<file path="config.mk">
export PLATFORM = sky130hd
export DESIGN_NAME = cnn_3d_stage_sequencer
export DESIGN_NICKNAME = d
export VERILOG_FILES = /design/src/rtl/cnn_3d_stage_sequencer.sv
export SDC_FILE = /design/constraint.sdc
export NUM_CORES = 1
export LEC_CHECK = 0
export ABC_CLOCK_PERIOD_IN_PS = 2400
export CORE_MARGIN = 2
export CORE_UTILIZATION = 45
export CTS_CLUSTER_DIAMETER = 80
export DETAILED_ROUTE_END_ITERATION = 12
export GPL_ROUTABILITY_DRIVEN = 0
export PLACE_DENSITY = 0.88
export SYNTH_ARGS = -nofsm -noshare
export SYNTH_HDL_FRONTEND = slang
export SYNTH_SLANG_ARGS = --single-unit
</file>
<file path="constraint.sdc">
create_clock -name clk -period 2.4 [get_ports clk]
set_input_delay 0.24 -clock clk [delete_from_list [all_inputs] [get_ports clk]]
set_output_delay 0.24 -clock clk [all_outputs]
set_load 0.1 [all_outputs]
</file>
<file path="src/rtl/cnn_3d_stage_sequencer.sv">
// cnn_3d_stage_sequencer: launches NUM_STAGES compute units in order and latches the final results.
// Optional per-stage watchdog is built in when CNN_STAGE_TIMEOUT_EN is defined.
module cnn_3d_stage_sequencer #(
  parameter int NUM_STAGES     = 3,
  parameter int DATA_WIDTH     = 16,
  parameter int FC_OUTPUTS     = 2,
  parameter int FRAME_CNT_W    = 8,
  parameter int TIMEOUT_CYCLES = 1024,
  localparam int IDX_W = (NUM_STAGES > 1) ? $clog2(NUM_STAGES) : 1,
  localparam int RES_W = FC_OUTPUTS * DATA_WIDTH
) (
  input  logic                   clk,
  input  logic                   reset,
  input  logic                   start,
  input  logic                   abort,
  output logic [NUM_STAGES-1:0]  stage_start,
  input  logic [NUM_STAGES-1:0]  stage_done,
  input  logic [RES_W-1:0]       fc_result,
  output logic [RES_W-1:0]       final_output,
  output logic [IDX_W-1:0]       stage_idx,
  output logic                   busy,
  output logic                   done,
  output logic [FRAME_CNT_W-1:0] frame_count,
  output logic                   error
);

  localparam logic [2:0] S_IDLE     = 3'd0;
  localparam logic [2:0] S_LAUNCH   = 3'd1;
  localparam logic [2:0] S_WAIT     = 3'd2;
  localparam logic [2:0] S_COMPLETE = 3'd3;
  localparam logic [2:0] S_ERROR    = 3'd4;

  localparam logic [IDX_W-1:0] LAST_IDX = IDX_W'(NUM_STAGES - 1);

  if (NUM_STAGES < 1 || TIMEOUT_CYCLES < 1) begin : g_bad_cfg
    $error("cnn_3d_stage_sequencer: NUM_STAGES and TIMEOUT_CYCLES must be >= 1");
  end

  logic [2:0]       state;
  logic [2:0]       state_nxt;
  logic [IDX_W-1:0] idx_nxt;
  logic             cur_done;
  logic             timeout;

  // Only the bit of the stage currently awaited can advance the frame.
  assign cur_done = stage_done[stage_idx];

`ifdef CNN_STAGE_TIMEOUT_EN
  localparam int TMR_W = $clog2(TIMEOUT_CYCLES + 1);

  logic [TMR_W-1:0] timer;
  logic             error_q;

  assign timeout = (timer == TMR_W'(TIMEOUT_CYCLES - 1));
  assign error   = error_q;

  always_ff @(posedge clk) begin
    if (reset) begin
      timer   <= '0;
      error_q <= 1'b0;
    end else begin
      if (state == S_LAUNCH) begin
        timer <= '0;
      end else if (state == S_WAIT && !cur_done) begin
        timer <= timer + 1'b1;
      end
      if (state == S_WAIT && state_nxt == S_ERROR) begin
        error_q <= 1'b1;
      end else if (state == S_ERROR && state_nxt == S_LAUNCH) begin
        error_q <= 1'b0;
      end
    end
  end
`else
  assign timeout = 1'b0;
  assign error   = 1'b0;
`endif

  always_comb begin
    state_nxt = state;
    idx_nxt   = stage_idx;
    unique case (state)
      S_IDLE: begin
        if (start && !abort) begin
          state_nxt = S_LAUNCH;
          idx_nxt   = '0;
        end
      end
      S_LAUNCH: begin
        state_nxt = abort ? S_IDLE : S_WAIT;
      end
      S_WAIT: begin
        if (abort) begin
          state_nxt = S_IDLE;
        end else if (cur_done) begin
          if (stage_idx == LAST_IDX) begin
            state_nxt = S_COMPLETE;
          end else begin
            state_nxt = S_LAUNCH;
            idx_nxt   = stage_idx + 1'b1;
          end
        end else if (timeout) begin
          state_nxt = S_ERROR;
        end
      end
      S_COMPLETE: begin
        state_nxt = S_IDLE;
      end
      S_ERROR: begin
        if (start) begin
          state_nxt = S_LAUNCH;
          idx_nxt   = '0;
        end
      end
      default: begin
        state_nxt = S_IDLE;
      end
    endcase
  end

  // Outputs are registered from the next state so they line up with it.
  always_ff @(posedge clk) begin
    if (reset) begin
      state        <= S_IDLE;
      stage_idx    <= '0;
      stage_start  <= '0;
      busy         <= 1'b0;
      done         <= 1'b0;
      final_output <= '0;
      frame_count  <= '0;
    end else begin
      state     <= state_nxt;
      stage_idx <= idx_nxt;
      if (state_nxt == S_LAUNCH) begin
        stage_start <= NUM_STAGES'(1) << idx_nxt;
      end else begin
        stage_start <= '0;
      end
      busy <= (state_nxt == S_LAUNCH) ||
              (state_nxt == S_WAIT) ||
              (state_nxt == S_COMPLETE);
      done <= (state == S_COMPLETE);
      if (state == S_COMPLETE) begin
        frame_count <= frame_count + 1'b1;
      end
      if (state == S_WAIT && state_nxt == S_COMPLETE) begin
        final_output <= fc_result;
      end
    end
  end

endmodule

</file>
==> impl_metrics.yaml, run 1 <==
status:
  status: "finished clean"
min_path:
  hp-class: "flip-flop to flip-flop"
  hold_end: "final_output[28]"
  hp-start: "final_output[28]"
  holdPathStages: 2
clocking:
  postCtsSetupBuffers: 0
  cts.sinks: 50
  root_buffer: "clkbuf_8"
  clockBufferDepth: 2
  cts_tree: "built"
  cts_buffers: 5
  cts.repair.resized: 0
  holdBufCountCts: 0
  clk_pin_slew_ns: 0.09
  clkLatencyLatePin_ns: 0.29
  h-tree-depth: 2
floorplanning:
  fp.coreArea_sq_um: 4350
  io_pins: 87
  dieWidth_microns: 71.2
  dieHeight_microns: 71.2
  start_util_pct: 46.7
  design.die.area_sq_um: 5070
  rows: 24
drt:
  totalWireLength_mm: 4.07
  vias_per_cell: 4.79
  firstDrtPassIters: 4
  drtIter0Drc: 50
  wl_per_cell_microns: 12.2
  postRouteAntennaNets: 0
  routed-via-count: 1599
  post-route-drc-count: 0
setup_path:
  end_kind: "flip-flop"
  critPathKind: "flip-flop to flip-flop"
  r2r_start: "stage_idx[1]"
  cp-start-kind: "flip-flop"
  cp_max_fo: 19
  reg2reg_slack_ns: 0.52
  arrival_ns: 2.05
  rr_endpoint: "final_output[1]"
  reg2regPathDepth: 6
  required_ns: 2.57
power:
  p_per_area_nw_per_um2: 533
  p_leak_nw: 1.43
  vdd_ir_drop_max_mv: 0.252
global_route:
  grt_max_degree: 30
  grt_pass1_vias: 1452
  grt_pass1_wl_mm: 6.57
  groute.usage.overall_pct: 15.8
  grt.overflow.total: 0
  antenna_found_initial: 0
layout:
  layout.nets: 323
  area_delta_synth_final_pct: 41.4
  diodes: 0
  drive_gt1_share_pct: 23.8
  final_core_util_pct: 66.0
  fin_area_sq_um: 2880
yosys:
  syn_area_sq_um: 2030
  syn_nets: 238
  syn_area_per_cell_sq_um: 10.4
  synthCells: 196
  yosysWarnings: 0
  ys_ff_latch: 50
  synth.distinct_cells: 38
  synth_seq_area_share_pct: 49.2
sta:
  rsz0062_at_grt: "false"
  setup_viol: 0
  finalMaxSlewViolations: 0
  finClkSkew_ns: 0.00602
  layout_setup_ws_ns: 0.520
  fin_tns_setup_ns: 0
  hold_viol: 0
  period_share_pct: 78.3
  max_freq_mhz: 532
  fin_crit_ns: 1.88
run:
  maxCapViolCount: 0
placement:
  dpl.hpwl_mm: 3.05
  pre_cts_slack_ns: 0.343
  numPortBuffers: 85
  place_area_sq_um: 2770
worst max-delay path, stage by stage, from the launching register on:
cell     delay [ns]
dfxtp_1        0.42
mux2_4         0.32
mux2_4         0.32
nand3_4        0.09
buf_4          0.31
mux2i_1        0.24
nor2_1         0.06
cell usage after synthesis (all sizes together):
cell     n  area [sq um]
a211oi   2          15.0
a21boi   1          7.51
a21oi    4          23.8
and2     2          15.0
and2b    1          10.0
and3     2          12.5
and3b    1          8.76
buf      6          77.6
clkbuf   5          18.8
conb     1          3.75
dfxtp   50          1000
ha       3          37.5
inv      4          15.0
maj3     1          10.0
mux2     2          30.0
mux2i   34           340
nand2    4          15.0
nand2b   1          6.26
nand3    5          37.5
nand3b   2          15.0
nand4    2          12.5
nor2    46           173
nor2b    1          6.26
nor3     3          26.3
nor3b    1          7.51
nor4     1          6.26
nor4b    1          15.0
o21bai   1          7.51
o221a    1          11.3
or3      1          6.26
xnor2    1          8.76
xor2     6          52.6
worst max path at each step:
stage                   from          endpoint  cells after the start
2_1_floorplan   stage_idx[1]  final_output[10]                      6
3_3_place_gp   stage_done[0]  final_output[18]                      7
3_5_place_dp   stage_done[0]   final_output[1]                      7
4_1_cts         stage_idx[1]   final_output[1]                      6
5_1_grt         stage_idx[1]  final_output[14]                      6
6_report        stage_idx[1]   final_output[1]                      6
cells by family after synthesis:
logic type      synth area share, %
compound gates                 3.20
xor+xnor                       3.02
fa+ha+maj                      2.34
buf+inv                        5.48
flops                          49.2
mux                            18.2
other cells                   0.184
simple gates                   18.3
sequential cells by signal (all words and copies together) (netlist names):
| signal | count |
|---|---|
| busy | 1 |
| done | 1 |
| final_output | 32 |
| frame_count | 8 |
| stage_idx | 2 |
| stage_start | 3 |
| state | 3 |
cell usage in the layout (no fill, tap or decap), types with 3 or more instances in the layout:
master,instances
nor2_1,46
nand2_1,4
a21oi_1,3
dfxtp_1,50
clkbuf_8,5
clkdlybuf4s50_1,38
mux2i_1,34
nand3_1,4
buf_4,51
ha_1,3
inv_1,4
xor2_1,6
area by class of cell:
| class | instances | area (sq um) |
|---|---|---|
| Tap cell | 52 | 65.1 |
| Timing Repair Buffer | 89 | 763 |
| Sequential cell | 50 | 1000 |
| Fill cell | 362 | 1480 |
| Inverter | 4 | 15.0 |
| Clock buffer | 6 | 72.6 |
| Multi-Input combinational cell | 131 | 921 |
| Clock inverter | 2 | 37.5 |
stage by stage:
step | total power [mW] | hold slack, ns | instances
after CTS | 1.55 | 0.508 | 334
final | 1.53 | 0.499 | 334
after global routing | 1.59 | 0.530 | 334
after global placement | 0.979 | 0.477 | 326
after floorplan | 0.907 | 0.384 | 196
after detailed placement | 0.978 | 0.486 | 326
per-layer routing:
layer	up-vias	share of wire [%]	wire length, microns	GRT usage, %
li1	825	-	-	-
met1	719	44	1790	20.5
met2	53	46	1890	25.9
met3	2	9.1	368	4.64
met4	0	0.44	18	3.77
met5	-	0	0	0
power by group:
group	total (mW)	switching, mW	internal (mW)	leakage [nW]
registers	0.835	0.00364	0.832	0.403
logic	0.123	0.0532	0.0702	0.974
clock network	0.573	0.262	0.311	0.0514
Note: power is estimated with default switching activity, not from simulation.
==> run 2, diff against run 1 <==
- ABC_CLOCK_PERIOD_IN_PS: 2400 -> 1900
- CORE_UTILIZATION: 45 -> 42
- PLACE_DENSITY: 0.88 -> 0.84
- clock period: 2.4 -> 1.9 ns (I/O delays scaled with it)
==> impl_metrics.yaml, run 2 (synthesis results as in run 1) <==
floorplanning:
  io_pins: 87
  design.die.area_sq_um: 5410
  start_util_pct: 43.3
  rows: 25
  dieHeight_microns: 73.6
  fp.coreArea_sq_um: 4690
  dieWidth_microns: 73.6
sta:
  rsz0062_at_grt: "false"
  finClkSkew_ns: 0.00458
  hold_viol: 0
  fin_tns_setup_ns: 0
  period_share_pct: 88.0
  max_freq_mhz: 598
  fin_crit_ns: 1.67
  setup_viol: 0
  finalMaxSlewViolations: 0
drt:
  routed-via-count: 1629
  totalWireLength_mm: 4.30
  drtIter0Drc: 42
  wl_per_cell_microns: 12.7
  vias_per_cell: 4.82
  firstDrtPassIters: 4
  post-route-drc-count: 0
  postRouteAntennaNets: 0
setup_path:
  required_ns: 2.08
  end_kind: "flip-flop"
  cp_max_fo: 15
  arrival_ns: 1.86
  critPathKind: "flip-flop to flip-flop"
  cp-start-kind: "flip-flop"
global_route:
  grt_max_degree: 23
  grt.overflow.total: 0
  grt_pass1_vias: 1475
  grt_pass1_wl_mm: 6.68
  antenna_found_initial: 0
  groute.usage.overall_pct: 15.8
layout:
  largest_register_ffs: 32
  fin_area_sq_um: 2900
  regMostFlops: "final_output"
  layout.nets: 325
  reg_top3: "final_output (32), frame_count (8)"
  area_delta_synth_final_pct: 42.8
  final_common_cell: "buf_4"
  fillers: 414
  diodes: 0
  drive_gt1_share_pct: 25.0
  final_core_util_pct: 61.9
  seqCellArea_sq_um: 1010
  layout_common_cells: "51 x buf_4, 48 x dfxtp_1, 46 x nor2_1"
  multi_input_area_sq_um: 921
power:
  total_power_mw: 1.83
  vdd_ir_drop_max_mv: 0.263
  p_leak_nw: 1.45
  p_per_area_nw_per_um2: 630
placement:
  numPortBuffers: 85
  place_area_sq_um: 2810
  dpl.hpwl_mm: 3.30
clocking:
  clockBufferDepth: 2
  root_buffer: "clkbuf_8"
  cts_tree: "built"
  holdBufCountCts: 0
  clkLatencyLatePin_ns: 0.29
  clk_pin_slew_ns: 0.09
  cts.sinks: 50
  h-tree-depth: 2
  cts.repair.resized: 0
  cts_buffers: 5
  postCtsSetupBuffers: 0
status:
  status: "finished clean"
min_path:
  hp-class: "input pin to flip-flop"
run:
  maxCapViolCount: 0
-- run 2: where the power goes --
part / switching (mW) / internal, mW
combinational: 0.0678 / 0.0900
sequential: 0.00472 / 1.05
clock: 0.323 / 0.294
-- run 2: worst paths after layout --
kind | to | slack, ns | from | depth (start not counted)
worst max register to register | final_output[0] | 0.23 | stage_idx[1] | 6
worst min register to register | final_output[24] | 0.50 | final_output[24] | 2
worst max-delay path | final_output[0] | 0.23 | stage_idx[1] | 6
worst min-delay path | final_output[31] | 0.49 | fc_result[31] | 3
-- run 2: critical path, cell delays in order (launching register included) --
cell     delay, ns
dfxtp_4       0.38
mux2_4        0.30
mux2_4        0.31
nand3_4       0.13
buf_12        0.17
mux2i_1       0.22
nor2_1        0.05
-- run 2: area by class of cell --
| class | count | area share, % |
|---|---|---|
| clock buffer | 7 | 2.97 |
| timing repair buffer | 91 | 27.7 |
| clock inverter | 1 | 0.172 |
| multi-input combinational | 131 | 31.7 |
| tap | 54 | 2.33 |
| sequential | 50 | 34.6 |
| inverter | 4 | 0.517 |
-- run 2: per-stage QoR --
step	worst slack, ns	hold slack [ns]	std cells
global route	0.0856	0.501	338
global placement	0.0778	0.476	330
finish	0.227	0.494	338
CTS	0.227	0.487	338
detailed placement	0.0135	0.486	330
floorplan	0.0835	0.334	196
-- run 2: per-layer routing --
layer / routed length (microns) / global-route usage, %
met5: 0 / 0
met4: 48 / 4.85
met3: 307 / 4.66
met2: 2080 / 27.7
met1: 1860 / 18.6
